==> config.mk <==
export PLATFORM = sky130hd
export DESIGN_NAME = riscv_cache_mem_arbiter
export DESIGN_NICKNAME = d
export VERILOG_FILES = /design/src/rtl/riscv_cache_mem_arbiter_pkg.sv /design/src/rtl/riscv_cache_arb_route_fifo.sv /design/src/rtl/riscv_cache_mem_arbiter.sv
export SDC_FILE = /design/constraint.sdc
export NUM_CORES = 1
export LEC_CHECK = 0
export BUFFER_PORTS_ARGS = -buffer_cell sky130_fd_sc_hd__buf_2
export CAP_MARGIN = 20
export CORE_AREA = 2 2 124 126
export DETAILED_ROUTE_END_ITERATION = 6
export DIE_AREA = 0 0 126 128
export GPL_ROUTABILITY_DRIVEN = 0
export GPL_TIMING_DRIVEN = 0
export HOLD_SLACK_MARGIN = 0.03
export PLACE_DENSITY = 0.52
export SETUP_SLACK_MARGIN = 0.05
export SLEW_MARGIN = 5
export SYNTH_ARGS = -nofsm -noshare
export SYNTH_HDL_FRONTEND = slang
export SYNTH_HIERARCHICAL = 1
export SYNTH_SLANG_ARGS = --single-unit
==> constraint.sdc <==
create_clock -name clk -period 3.75 [get_ports clk]
set_input_delay 0.375 -clock clk [delete_from_list [all_inputs] [get_ports clk]]
set_output_delay 0.375 -clock clk [all_outputs]
set_load 0.03 [all_outputs]
==> src/rtl/riscv_cache_mem_arbiter_pkg.sv <==
// Shared constants and sizing helpers for the cache-side memory arbiter.
package riscv_cache_mem_arbiter_pkg;

    // Arbitration modes
    localparam int ARB_RR    = 0;   // rotating priority, pointer moves past each winner
    localparam int ARB_FIXED = 1;   // port 0 always highest

    // Memory request message layout: {type, addr, len, data}
    function automatic int req_msg_sz(input int addr_sz, input int data_sz);
        return 1 + addr_sz + $clog2(data_sz / 8) + data_sz;
    endfunction

    // Memory response message layout: {type, len, data}
    function automatic int resp_msg_sz(input int data_sz);
        return 1 + $clog2(data_sz / 8) + data_sz;
    endfunction

    // Port-index width; kept at least one bit so single-port builds still carry a route tag.
    function automatic int idx_w(input int n);
        return (n > 1) ? $clog2(n) : 1;
    endfunction

endpackage

==> src/rtl/riscv_cache_arb_route_fifo.sv <==
// Route FIFO: remembers which cache port owns each outstanding memory request so the
// in-order memory responses can be steered back. Depth must be a power of two.
module riscv_cache_arb_route_fifo #(
    parameter int DEPTH = 4,
    parameter int WIDTH = 1,
    localparam int AW   = $clog2(DEPTH)
) (
    input  logic             clk,
    input  logic             reset,
    input  logic             push,
    input  logic [WIDTH-1:0] push_data,
    input  logic             pop,
    output logic [WIDTH-1:0] head,
    output logic             full,
    output logic             empty,
    output logic [AW:0]      count
);

    logic [WIDTH-1:0] mem [DEPTH];
    logic [AW-1:0]    wr_ptr;
    logic [AW-1:0]    rd_ptr;
    logic             do_push;
    logic             do_pop;

    // A push into a full FIFO is dropped even if a pop frees a slot this cycle.
    assign do_push = push & ~full;
    assign do_pop  = pop & ~empty;

    assign full  = (count == (AW+1)'(DEPTH));
    assign empty = (count == '0);
    assign head  = mem[rd_ptr];

    // Pointers wrap naturally at DEPTH; occupancy tracks push/pop difference.
    always_ff @(posedge clk or negedge reset) begin
        if (!reset) begin
            wr_ptr <= '0;
            rd_ptr <= '0;
            count  <= '0;
        end else begin
            if (do_push) wr_ptr <= wr_ptr + 1'b1;
            if (do_pop)  rd_ptr <= rd_ptr + 1'b1;
            case ({do_push, do_pop})
                2'b10:   count <= count + 1'b1;
                2'b01:   count <= count - 1'b1;
                default: count <= count;
            endcase
        end
    end

    // Tag storage needs no reset; it is only read while occupancy is non-zero.
    always_ff @(posedge clk) begin
        if (do_push) mem[wr_ptr] <= push_data;
    end

endmodule

==> src/rtl/riscv_cache_mem_arbiter.sv <==
// N-port memory-side arbiter: merges per-cache request streams onto one memory port and
// steers in-order memory responses back to the issuing cache via a route FIFO.
module riscv_cache_mem_arbiter
    import riscv_cache_mem_arbiter_pkg::*;
#(
    parameter int NUM_PORTS = 2,
    parameter int ADDR_SZ   = 32,
    parameter int DATA_SZ   = 32,
    parameter int MAX_OUTS  = 4,
    parameter int ARB_MODE  = ARB_RR,
    localparam int RQ = req_msg_sz(ADDR_SZ, DATA_SZ),
    localparam int RS = resp_msg_sz(DATA_SZ),
    localparam int IW = idx_w(NUM_PORTS),
    localparam int CW = $clog2(MAX_OUTS) + 1
) (
    input  logic                    clk,
    input  logic                    reset,
    input  logic [NUM_PORTS-1:0]    cachereq_val,
    output logic [NUM_PORTS-1:0]    cachereq_rdy,
    input  logic [NUM_PORTS*RQ-1:0] cachereq_msg,
    output logic [NUM_PORTS-1:0]    cacheresp_val,
    input  logic [NUM_PORTS-1:0]    cacheresp_rdy,
    output logic [NUM_PORTS*RS-1:0] cacheresp_msg,
    output logic                    memreq_val,
    input  logic                    memreq_rdy,
    output logic [RQ-1:0]           memreq_msg,
    input  logic                    memresp_val,
    output logic                    memresp_rdy,
    input  logic [RS-1:0]           memresp_msg,
    output logic [CW-1:0]           outs_cnt
);

    logic [RQ-1:0]        req_slice [NUM_PORTS];
    logic [NUM_PORTS-1:0] hi_mask;
    logic [NUM_PORTS-1:0] hi_req;
    logic [IW-1:0]        rr_ptr;
    logic [IW-1:0]        arb_idx;
    logic [IW-1:0]        win;
    logic [IW-1:0]        lock_idx;
    logic [IW-1:0]        head;
    logic                 lock_vld;
    logic                 any_val;
    logic                 can_issue;
    logic                 req_fire;
    logic                 resp_fire;
    logic                 fifo_full;
    logic                 fifo_empty;

    // Per-port request slices; the response word is broadcast to every port slice.
    for (genvar g = 0; g < NUM_PORTS; g++) begin : g_port
        assign req_slice[g]                 = cachereq_msg[g*RQ +: RQ];
        assign cacheresp_msg[g*RS +: RS]    = memresp_msg;
    end

    // Lowest-index set bit of a request vector.
    function automatic logic [IW-1:0] lowest_set(input logic [NUM_PORTS-1:0] v);
        lowest_set = '0;
        for (int i = NUM_PORTS - 1; i >= 0; i--) begin
            if (v[i]) lowest_set = IW'(i);
        end
    endfunction

    // Ports at or after the rotating pointer get first pick.
    always_comb begin
        hi_mask = '0;
        for (int i = 0; i < NUM_PORTS; i++) begin
            hi_mask[i] = (IW'(i) >= rr_ptr);
        end
    end

    assign hi_req = cachereq_val & hi_mask;

    // Raw winner: round-robin wraps to the lowest index when nothing sits at/after the pointer.
    always_comb begin
        if (ARB_MODE == ARB_FIXED || hi_req == '0) arb_idx = lowest_set(cachereq_val);
        else                                       arb_idx = lowest_set(hi_req);
    end

    // A stalled grant stays with its port until the memory side accepts it.
    assign win       = (lock_vld && cachereq_val[lock_idx]) ? lock_idx : arb_idx;
    assign any_val   = |cachereq_val;
    assign can_issue = memreq_rdy & ~fifo_full;

    assign memreq_val = reset & any_val & ~fifo_full;
    assign memreq_msg = req_slice[win];
    assign req_fire   = memreq_val & memreq_rdy;

    // Only the winning port sees ready; nothing is ready when no port is requesting.
    always_comb begin
        cachereq_rdy = '0;
        if (reset && any_val && can_issue) cachereq_rdy[win] = 1'b1;
    end

    // Responses go to the FIFO head only; a stalled head blocks every other port.
    always_comb begin
        cacheresp_val = '0;
        if (reset && memresp_val && !fifo_empty) cacheresp_val[head] = 1'b1;
    end

    assign memresp_rdy = reset & ~fifo_empty & cacheresp_rdy[head];
    assign resp_fire   = memresp_val & memresp_rdy;

    // Capture the grant whenever the memory side stalls a presented request.
    always_ff @(posedge clk or negedge reset) begin
        if (!reset) begin
            lock_vld <= 1'b0;
            lock_idx <= '0;
        end else if (memreq_val && !memreq_rdy) begin
            lock_vld <= 1'b1;
            lock_idx <= win;
        end else begin
            lock_vld <= 1'b0;
        end
    end

    // Rotate the priority pointer past each accepted winner.
    always_ff @(posedge clk or negedge reset) begin
        if (!reset) begin
            rr_ptr <= '0;
        end else if (req_fire && ARB_MODE == ARB_RR) begin
            rr_ptr <= (win == IW'(NUM_PORTS - 1)) ? '0 : win + 1'b1;
        end
    end

    riscv_cache_arb_route_fifo #(
        .DEPTH (MAX_OUTS),
        .WIDTH (IW)
    ) u_route_fifo (
        .clk       (clk),
        .reset     (reset),
        .push      (req_fire),
        .push_data (win),
        .pop       (resp_fire),
        .head      (head),
        .full      (fifo_full),
        .empty     (fifo_empty),
        .count     (outs_cnt)
    );

    // A memory response with nothing outstanding has no owner and is never accepted.
    a_no_orphan_resp: assert property (@(posedge clk) disable iff (!reset)
        !(memresp_val && fifo_empty));

endmodule

==> key figures, run 1 <==
Global route
  – Pin count of the biggest net entering global routing: 17
  – First-pass GRT wire length: 13200 um
  – Initial antenna violation count: 0
  – Grt ovf: 0
  – Total GRT Usage: 10.6%
  – Vias in the first global route: 2278

STA
  – Skew final: 0.00289 ns
  – FMAX: 0.362 GHz
  – Setup TNS: 0 ns
  – Min cycle time layout: 2.76 ns
  – RSZ-0062 raised after global routing: no
  – Worst Tran Pin Value: 0.320 ns
  – # setup viols final: 0
  – Final Cycle Share: 73.6%
  – Relative slew slack: 78.5%
  – Max-slew violation count: 0
  – Final hold viol count: 0

Setup path
  – CP max FO: 3
  – Critical path, cell by cell: mux4_2 > mux2i_1 > nor3b_1 > and2_1 > o31a_2 > ha_1 > inv_1 > fa_1 > xor2_1 > nor2_1 > xor2_1
  – Crit path DAT: 2.92 ns
  – Slowest stage delay, CP: 0.57 ns
  – Worst path slowest cell: mux4_2
  – WP data required: 3.91 ns
  – Kind of critical path: register to register
  – Worst Setup End Kind: register
  – CP startpoint kind: register
  – Most frequent CP cell: xor2_1

Final layout
  – Layout area overhead: 80.0%
  – Fill count: 1617
  – Util after Layout: 26.6%
  – Final Cell Area: 0.00396 mm2
  – Share of layout cells above drive strength 1: 85.9%
  – Final nets: 693
  – ANT cells: 0
  – Non-Filler Instances: 697

Yosys
  – Largest family of logic cells by synthesized area: multiplexers
  – Number of synthesized flops with an enable pin: 4
  – Post-synth top flop: dfrtp_1
  – Mux cell area share after synthesis: 38.5%
  – Post-Synth Simple-Gate Area: 7.79%
  – Syn Inst Count: 217
  – Synth area leader: mux2_2
  – Post-synthesis compound-gate area fraction: 2.73%
  – Cell Area, Synth: 0.00220 mm2
  – Mapped Nets: 400
  – Yosys top cell area share: 30.2%
  – Area share of fa/ha/maj cells after synthesis: 3.75%
  – Synthesized area per cell: 10.1 um2
  – Library cells used by synthesis: 34
  – Ys Warns: 6
  – Ys async rst share: 71.4%
  – Synth top area cells: mux2_2, buf_4, dfrtp_1
  – Seq/Total Area, Yosys: 16.8%
  – Post-synthesis register bit count: 14
  – XOR/XNOR Fraction of Synth Area: 2.39%

Route
  – Drt initial violations: 81
  – Via count: 2513
  – Vias/cell: 3.61
  – Post-route ant nets: 0
  – First-pass iteration count of the detailed router: 4
  – Drt wl/cell: 14.2 um
  – Final WL: 9880 um
  – DRC violations left: 0

Run status
  – Status: completed

Floorplanning
  – Ports: 323
  – Cell Rows: 45
  – Die Y: 128 um
  – Die width: 126 um
  – Die area: 0.0161 mm2
  – Core Area: 0.0149 mm2
  – Effective utilization at floorplan: 14.8%

CTS
  – Worst-path clk slew: 0.04 ns
  – Number of cells upsized or downsized after cts: 0
  – TritonCTS clock tree: built
  – CTS buffer count: 3
  – Clk sink count: 14
  – Clock latency on the worst-skew pair: 0.24 ns
  – Root Driver: clkbuf_16
  – H-tree depth: 1
  – CTS Buffer Depth: 2

Pwr
  – Leak pwr: 2.20 nW
  – Worst vdd ir: 0.416 mV
  – PD cells: 407 mW/mm2
  – Design Power: 1.61 mW

Placed design
  – Placed cell area: 0.00387 mm2
  – Placed Cells: 692
  – HPWL after detailed placement: 8970 um
  – Port bufs: 287

Job
  – Max Cap Viol: 0

Min path
  – Worst hold path type: input port to register
layout by cell type, fill, tap and decap left out:
cell / netlist / layout
buf_2: 0 / 287
buf_4: 75 / 75
mux2_2: 59 / 59
dfrtp_1: 10 / 10
inv_1: 8 / 8
mux2_1: 8 / 8
nor2_1: 5 / 5
ha_1: 5 / 5
mux2i_1: 4 / 4
edfxtp_1: 4 / 4
and2_1: 3 / 3
nand2_1: 3 / 3
clkbuf_16: 0 / 3
xnor2_1: 3 / 3
xor2_1: 3 / 3
mux2_4: 2 / 2
buf_6: 2 / 2
a21oi_1: 2 / 2
nor3b_1: 2 / 2
nand2b_1: 2 / 2
and2_2: 2 / 2
o21ai_4: 1 / 1
nor4bb_1: 1 / 1
nand3b_1: 1 / 1
or2_2: 1 / 1
or3b_2: 1 / 1
and4b_1: 1 / 1
a32oi_1: 1 / 1
o31ai_1: 1 / 1
a22oi_1: 1 / 1
clkinv_1: 0 / 1
dlygate4sd3_1: 0 / 1
nor3b_4: 1 / 1
nor3_1: 1 / 1
o31a_2: 1 / 1
nor2b_4: 1 / 1
mux4_2: 1 / 1
fa_1: 1 / 1
per-stage QoR:
stage | hold slack [ns] | setup WS [ns]
global route | 0.403 | 0.782
finish | 0.385 | 0.989
detailed placement | 0.286 | 0.993
CTS | 0.384 | 0.946
global placement | 0.290 | 0.976
floorplan | 0.0794 | 0.509
power breakdown:
group	leakage, nW	switching, mW	internal, mW
clock network	0.0385	0.0553	0.140
registers	0.154	0.0687	0.216
logic	2.01	0.661	0.470
total	2.20	0.785	0.826
final cells by class:
type                       instances  area (um2)  share of cell area [%]
clock buffer                       3        75.1                    1.90
multi-input combinational        118        1210                    30.6
sequential                        14         370                    9.35
clock inverter                     1        3.75                  0.0948
inverter                           8        30.0                   0.758
tap                              188         235                    5.94
timing repair buffer             288        1450                    36.5
buffer                            77         586                    14.8
synthesized netlist by cell type (all sizes together), types with 2 or more instances:
cell and number:
inv 8, mux2i 4, nor3b 3, edfxtp 4, nor2 5, ha 5, nand2 3, dfrtp 10
mux2 69, and2 5, a21oi 2, xor2 3, xnor2 3, nand2b 2, buf 77
worst max-delay path: cells and delay by family (launching register included):
| kind | cells | cell delay [ns] |
|---|---|---|
| adders and majority gates | 2 | 0.55 |
| buffers and inverters | 1 | 0.06 |
| AOI/OAI and AO/OA | 1 | 0.17 |
| DFF | 1 | 0.39 |
| and+or+nand+nor | 3 | 0.50 |
| muxes | 2 | 0.71 |
| xor gates and xnor gates | 2 | 0.31 |
path summary, 6_finish.rpt:
path                                                     from                                 end  slack, ns  depth (start not counted)
max reg2reg                u_route_fifo/rd_ptr[0]$_DFFE_PN0P_   u_route_fifo/count[2]$_DFFE_PN0P_       0.99                         11
min reg2reg                u_route_fifo/rd_ptr[1]$_DFFE_PN0P_  u_route_fifo/rd_ptr[1]$_DFFE_PN0P_       0.48                          1
max in group asynchronous                               reset                  lock_vld$_DFF_PN0_       2.94                          2
min in group asynchronous                               reset  u_route_fifo/wr_ptr[1]$_DFFE_PN0P_       0.56                          2
min                                           cachereq_val[0]                lock_idx$_DFFE_PN0P_       0.38                          2
max                        u_route_fifo/rd_ptr[0]$_DFFE_PN0P_   u_route_fifo/count[2]$_DFFE_PN0P_       0.99                         11
cells by family (layout without fill, tap and decap cells):
family / Yosys count / count (layout)
DFF: 14 / 14
AOI/OAI and AO/OA: 7 / 7
adders and majority gates: 6 / 6
buffers and inverters: 85 / 377
xor gates and xnor gates: 6 / 6
and+or+nand+nor: 25 / 25
muxes: 74 / 74
flip-flops by register name, indices dropped and copies added, names as in the netlist:
register	flops
u_route_fifo/mem	4
u_route_fifo/rd_ptr	2
u_route_fifo/count	3
lock_idx	1
lock_vld	1
rr_ptr	1
u_route_fifo/wr_ptr	2
routing by layer:
metal | global-route usage, % | up-vias | share of wire, %
met4 | 0.776 | 0 | 0.17
met3 | 3.80 | 2 | 12
li1 | - | 1257 | -
met5 | 0 | - | 0
met2 | 18.3 | 150 | 50
met1 | 13.3 | 1104 | 39
repair_timing:
| action | in CTS | in global routing |
|---|---|---|
| hold buffers | 1 | 0 |
| endpoints found under the hold margin | 4 | 0 |
| buffers inserted | 0 | 0 |
Note: power is estimated with default switching activity, not from simulation.
==> run 2, diff against run 1 <==
clock period = 2.6 ns   (was 3.75 ns; I/O delays follow)
==> run 2 against run 1 <==
  * The run now ends with negative setup slack left
  * Combinational power is 48% higher
  * Sequential power up 44%
  * Clock skew decreased by 0.00058 ns
  * Wire length down 11%
  * Critical path depth stayed put
  * Clock power increased by 66%
  * Count of clock-buffer cells in the layout up 1
  * Core utilization is 0.57 points higher
  * Cell count rose by 0.57%
  * Hold slack worse by 0.13 ns
==> key figures, run 2 (synthesized netlist as in run 1, its figures left out) <==
STA
  – Skew final: 0.00230 ns (-0.000584 ns)
  – Relative slew slack: 68.0% (-11 points)
  – Final hold viol count: 0 (unchanged)
  – Final Cycle Share: 102% (+28 points)
  – # setup viols final: 1 (+1)
  – Min cycle time layout: 2.65 ns (-0.109 ns)
  – Setup TNS: -0.0518 ns (-0.0518 ns)
  – Max-slew violation count: 0 (unchanged)
  – Worst Tran Pin Value: 0.477 ns (+0.156 ns)
  – Setup ws final: -0.0518 ns (-1.04 ns)
  – FMAX: 0.377 GHz (+4.1%)
  – RSZ-0062 raised after global routing: yes

Pwr
  – Switch Pwr: 1.14 mW (+45%)
  – Leak pwr: 2.24 nW (+1.5%)
  – Int Power: 1.27 mW (+53%)
  – PD cells: 594 mW/mm2 (+46%)
  – Switching Fraction: 47.3% (-1.4 points)
  – Clk pwr share: 13.6% (+1.5 points)
  – Worst vdd ir: 0.248 mV (-40%)
  – Sequential share of power: 17.0% (-0.7 points)
  – Combinational share of power: 69.4% (-0.8 points)

Global route
  – Vias in the first global route: 2282 (+0.18%)
  – Total GRT Usage: 9.07% (-1.5 points)
  – Pin count of the biggest net entering global routing: 17 (unchanged)
  – First-pass GRT wire length: 11700 um (-11%)
  – Initial antenna violation count: 1 (+1)
  – Grt ovf: 0 (unchanged)

CTS
  – Clock latency on the worst-skew pair: 0.25 ns (about the same)
  – CTS buffer count: 3 (unchanged)
  – Root Driver: clkbuf_16
  – CTS Buffer Depth: 2 (unchanged)
  – TritonCTS clock tree: built
  – Worst-path clk slew: 0.05 ns (about the same)
  – H-tree depth: 1 (unchanged)
  – Clk sink count: 14 (unchanged)

Floorplanning
  – Die Y: 128 um (unchanged)
  – Die area: 0.0161 mm2 (unchanged)
  – Die width: 126 um (unchanged)
  – Core Area: 0.0149 mm2 (unchanged)
  – Ports: 323 (unchanged)
  – Effective utilization at floorplan: 14.8% (unchanged)
  – Cell Rows: 45 (unchanged)

Setup path
  – Worst reg2reg path depth: 11 (unchanged)
  – CP max FO: 3 (unchanged)
  – Worst Setup End Kind: register
  – WP data required: 2.77 ns (-1.14 ns)
  – Kind of critical path: register to register
  – Crit path DAT: 2.82 ns (-0.10 ns)
  – CP startpoint kind: register

Route
  – First-pass iteration count of the detailed router: 4 (unchanged)
  – Drt wl/cell: 12.5 um (-12%)
  – Vias/cell: 3.59 (-0.33%)
  – DRC violations left: 0 (unchanged)
  – Via count: 2519 (+0.24%)
  – Final WL: 8760 um (-11%)
  – Drt initial violations: 65 (-20%)
  – Post-route ant nets: 0 (unchanged)

Final layout
  – Largest register FFs: 4 (unchanged)
  – Largest registers: u_route_fifo/mem (4), u_route_fifo/count (3)
  – Reg with most FFs: u_route_fifo/mem
  – ANT cells: 0 (unchanged)
  – Layout area overhead: 83.9%
  – Share of layout cells above drive strength 1: 87.1% (+1.3 points)
  – Highest-count cells in the layout ignoring fill and taps: buf_2, buf_4, mux2_2
  – Most common cell after layout, fill and taps aside: buf_2
  – Final nets: 697 (+0.58%)
  – Util after Layout: 27.2% (+0.57 points)

Placed design
  – Port bufs: 287 (unchanged)
  – HPWL after detailed placement: 7930 um (-12%)

Job
  – Max Cap Viol: 0 (unchanged)

Run status
  – Status: finished with violations
  – Failing checks: negative setup slack

Min path
  – Hold path depth: 2 (unchanged)
  – Worst hold path type: input port to register
## run 2: path summary, 6_finish.rpt
kind	from	to	slack [ns]
max in group asynchronous	reset	rr_ptr$_DFFE_PN0P_	1.98
worst min-delay path	cachereq_val[0]	lock_idx$_DFFE_PN0P_	0.25
min in group asynchronous	reset	u_route_fifo/count[2]$_DFFE_PN0P_	0.45
worst max-delay path	u_route_fifo/rd_ptr[0]$_DFFE_PN0P_	u_route_fifo/count[2]$_DFFE_PN0P_	-0.05
worst min register to register	u_route_fifo/rd_ptr[1]$_DFFE_PN0P_	u_route_fifo/rd_ptr[1]$_DFFE_PN0P_	0.48
worst max register to register	u_route_fifo/rd_ptr[0]$_DFFE_PN0P_	u_route_fifo/count[2]$_DFFE_PN0P_	-0.05
## run 2: through the flow
stage	power (mW)	setup WS, ns	area [um2]	hold WS, ns	cells
after detailed placement	2.07	-0.136	3900	0.173	692
after global placement	2.06	-0.132	3900	0.174	692
final	2.40	-0.0518	4050	0.251	701
after global routing	2.56	-0.257	4050	0.258	701
after floorplan	1.61	-0.200	2230	-0.0356	217
after CTS	2.43	-0.0903	4020	0.249	699
## run 2: area by class of cell
cell class,instances,area (um2)
repair buffers,292,1490
multi-input cells,118,1240
flip-flops and latches,14,370
fillers,1594,10800
plain buffers,77,586
well taps,188,235
inverters,8,30.0
clock buffers,4,88.8
## run 2: power by group through the flow
stage                     logic (mW)  registers [mW]  clock network, mW
after floorplan                 1.17           0.443                  0
after global placement          1.65           0.413                  0
after detailed placement        1.65           0.413                  0
after CTS                       1.68           0.410              0.337
after global routing            1.79           0.426              0.345
final                           1.67           0.409              0.326
## run 2: repair_timing
action,4_1_cts,5_1_grt
setup buffers,2,2
gates resized for setup,0,1
pin swaps,0,2
endpoints found under the setup margin,2,5
gates cloned,0,0
hold endpoints to repair,10,0
hold buffers,1,0
## run 2: metal layers
layer	part of all wire, %	GRT usage [%]
met1	39	11.6
met3	11	2.84
met2	49	15.5
met5	0.15	0
met4	0.40	1.16
## run 2: worst max-delay path, stage by stage, from the launching register on
cell and delay, ns:
dfrtp_1 0.40, mux4_2 0.56, mux2i_2 0.20, nor3b_4 0.20, and2_1 0.14, o31a_2 0.17
ha_4 0.14, inv_2 0.03, fa_2 0.32, xor2_1 0.15, nor2_1 0.11, xor2_1 0.15
==> run 3, diff against run 2 <==
PLACE_DENSITY = 0.53   (was 0.52)
==> run 3 against run 2 <==
  * The flow still finishes with violations (negative setup slack)
  * Hold slack worse by 0.0024 ns
  * Cell count stayed put
  * Core utilization is 0.084 points lower
  * Non-clock buffer count stayed put
  * Sequential cell count stayed put
  * Register-to-register slack better by 0.04 ns
  * Critical path depth stayed put
  * Setup slack better by 0.038 ns
  * Clock power is 11% lower
  * Sequential power is 1% higher
  * Count of clock-buffer cells in the layout is 1 lower
  * Critical path type unchanged
  * Critical endpoint unchanged
  * Largest power group unchanged
==> key figures, run 3 (synthesized netlist as in run 1, its figures left out) <==
Final layout
  – Largest register FFs: 4 (unchanged)
  – Most common cell after layout, fill and taps aside: buf_2
  – Util after Layout: 27.1% (-0.084 points)
  – Fill count: 1621 (+1.7%)
  – Share of layout cells above drive strength 1: 87.1% (unchanged)
  – ANT cells: 0 (unchanged)
  – Non-Filler Instances: 701 (unchanged)
  – Reg with most FFs: u_route_fifo/mem
  – Largest registers: u_route_fifo/mem (4), u_route_fifo/count (3)
  – Final nets: 697 (unchanged)
  – Highest-count cells in the layout ignoring fill and taps: buf_2, buf_4, mux2_2
  – Layout area overhead: 83.3%

Global route
  – Pin count of the biggest net entering global routing: 17 (unchanged)
  – Total GRT Usage: 10.2% (+1.1 points)
  – Vias in the first global route: 2207 (-3.3%)
  – Initial antenna violation count: 0 (-1)
  – Grt ovf: 0 (unchanged)
  – First-pass GRT wire length: 12600 um (+7.5%)

Floorplanning
  – Ports: 323 (unchanged)
  – Effective utilization at floorplan: 14.8% (unchanged)
  – Die area: 0.0161 mm2 (unchanged)
  – Cell Rows: 45 (unchanged)
  – Die width: 126 um (unchanged)
  – Die Y: 128 um (unchanged)
  – Core Area: 0.0149 mm2 (unchanged)

Setup path
  – Worst Setup End Kind: register
  – CP max FO: 2 (-1)
  – WP data required: 2.77 ns (about the same)
  – Reg2reg start: u_route_fifo/rd_ptr[0]$_DFFE_PN0P_
  – R2R setup slack: -0.01 ns (+0.04 ns)
  – CP startpoint: u_route_fifo/rd_ptr[0]$_DFFE_PN0P_
  – CP startpoint kind: register
  – Worst reg2reg path depth: 11 (unchanged)
  – Kind of critical path: register to register
  – Crit path DAT: 2.78 ns (-0.04 ns)

Min path
  – HP Start: cachereq_val[0]
  – Worst hold path type: input port to register
  – Hold path depth: 2 (unchanged)

CTS
  – CTS buffer count: 3 (unchanged)
  – Root Driver: clkbuf_16
  – Clk sink count: 14 (unchanged)
  – TritonCTS clock tree: built
  – Clock latency on the worst-skew pair: 0.24 ns (about the same)
  – CTS Buffer Depth: 2 (unchanged)
  – Worst-path clk slew: 0.05 ns (about the same)
  – H-tree depth: 1 (unchanged)

Pwr
  – PD cells: 593 mW/mm2 (-0.27%)
  – Design Power: 2.39 mW (-0.57%)
  – Worst vdd ir: 0.267 mV (+8.0%)
  – Leak pwr: 2.23 nW (-0.19%)

Placed design
  – Placed Cells: 692 (unchanged)
  – Port bufs: 287 (unchanged)
  – HPWL after detailed placement: 8730 um (+10%)

STA
  – # setup viols final: 1 (unchanged)
  – Skew final: 0.00114 ns (-0.00117 ns)
  – Final Cycle Share: 101% (-1.5 points)
  – Worst Tran Pin Value: 0.507 ns (+0.0306 ns)
  – Final hold viol count: 0 (unchanged)
  – Final hold slack: 0.249 ns (-0.00244 ns)
  – Min cycle time layout: 2.61 ns (-0.0384 ns)
  – Max-slew violation count: 0 (unchanged)
  – Relative slew slack: 65.9% (-2.1 points)
  – FMAX: 0.383 GHz (+1.5%)
  – Setup TNS: -0.0134 ns (+0.0384 ns)
  – Setup ws final: -0.0134 ns (+0.0384 ns)
  – RSZ-0062 raised after global routing: yes

Route
  – Final WL: 9660 um (+10%)
  – First-pass iteration count of the detailed router: 4 (unchanged)
  – Via count: 2493 (-1.0%)
  – Drt wl/cell: 13.8 um (+10%)
  – DRC violations left: 0 (unchanged)
  – Drt initial violations: 54 (-17%)
  – Post-route ant nets: 0 (unchanged)
  – Vias/cell: 3.56 (-1.0%)

Run status
  – Status: finished with violations
  – Failing checks: negative setup slack

Job
  – Max Cap Viol: 0 (unchanged)
## run 3: metal layers
metal	share of wire (%)	up-vias	GRT usage, %
met2	47	144	16.8
met1	39	1078	12.5
li1	-	1267	-
met4	0.43	0	1.36
met3	14	4	4.72
met5	0	-	0
## run 3: repair_timing
item	CTS	global route
hold buffers	1	0
setup buffers	3	1
endpoints found under the hold margin	10	0
pin swaps	3	1
setup endpoints to repair	2	3
gates resized for setup	0	3
cloned	0	0
## run 3: per-stage QoR
stage	setup slack [ns]	cell area [um2]
3_5_place_dp	-0.176	3900
3_3_place_gp	-0.129	3900
2_1_floorplan	-0.200	2230
6_report	-0.0134	4030
4_1_cts	-0.0600	4010
5_1_grt	-0.165	4030
## run 3: layout make-up
type	count	area [um2]	area share (%)
Clock inverter	1	3.75	0.0931
Multi-Input combinational cell	118	1250	31.1
Sequential cell	14	370	9.18
Inverter	8	30.0	0.745
Buffer	77	586	14.5
Clock buffer	3	75.1	1.86
Timing Repair Buffer	292	1480	36.7
Tap cell	188	235	5.83
## run 3: worst paths after layout
kind | to
worst max register to register | u_route_fifo/count[2]$_DFFE_PN0P_
min in group asynchronous | u_route_fifo/count[1]$_DFFE_PN0P_
worst max-delay path | u_route_fifo/count[2]$_DFFE_PN0P_
max in group asynchronous | lock_vld$_DFF_PN0_
worst min register to register | u_route_fifo/rd_ptr[1]$_DFFE_PN0P_
worst min-delay path | lock_idx$_DFFE_PN0P_
## run 3: where the power goes
group	switching, mW	internal, mW	total (mW)
Clock	0.0860	0.203	0.289
Sequential	0.102	0.311	0.413
Combinational	0.967	0.722	1.69
## run 3: worst max-delay path, stage by stage, from the launching register on
cell and delay [ns]:
dfrtp_1 0.37, mux4_2 0.57, mux2i_2 0.19, nor3b_4 0.18
and2_4 0.17, o31a_4 0.15, ha_4 0.13, inv_2 0.03
fa_2 0.32, xor2_1 0.14, nor2_1 0.14, xor2_1 0.15
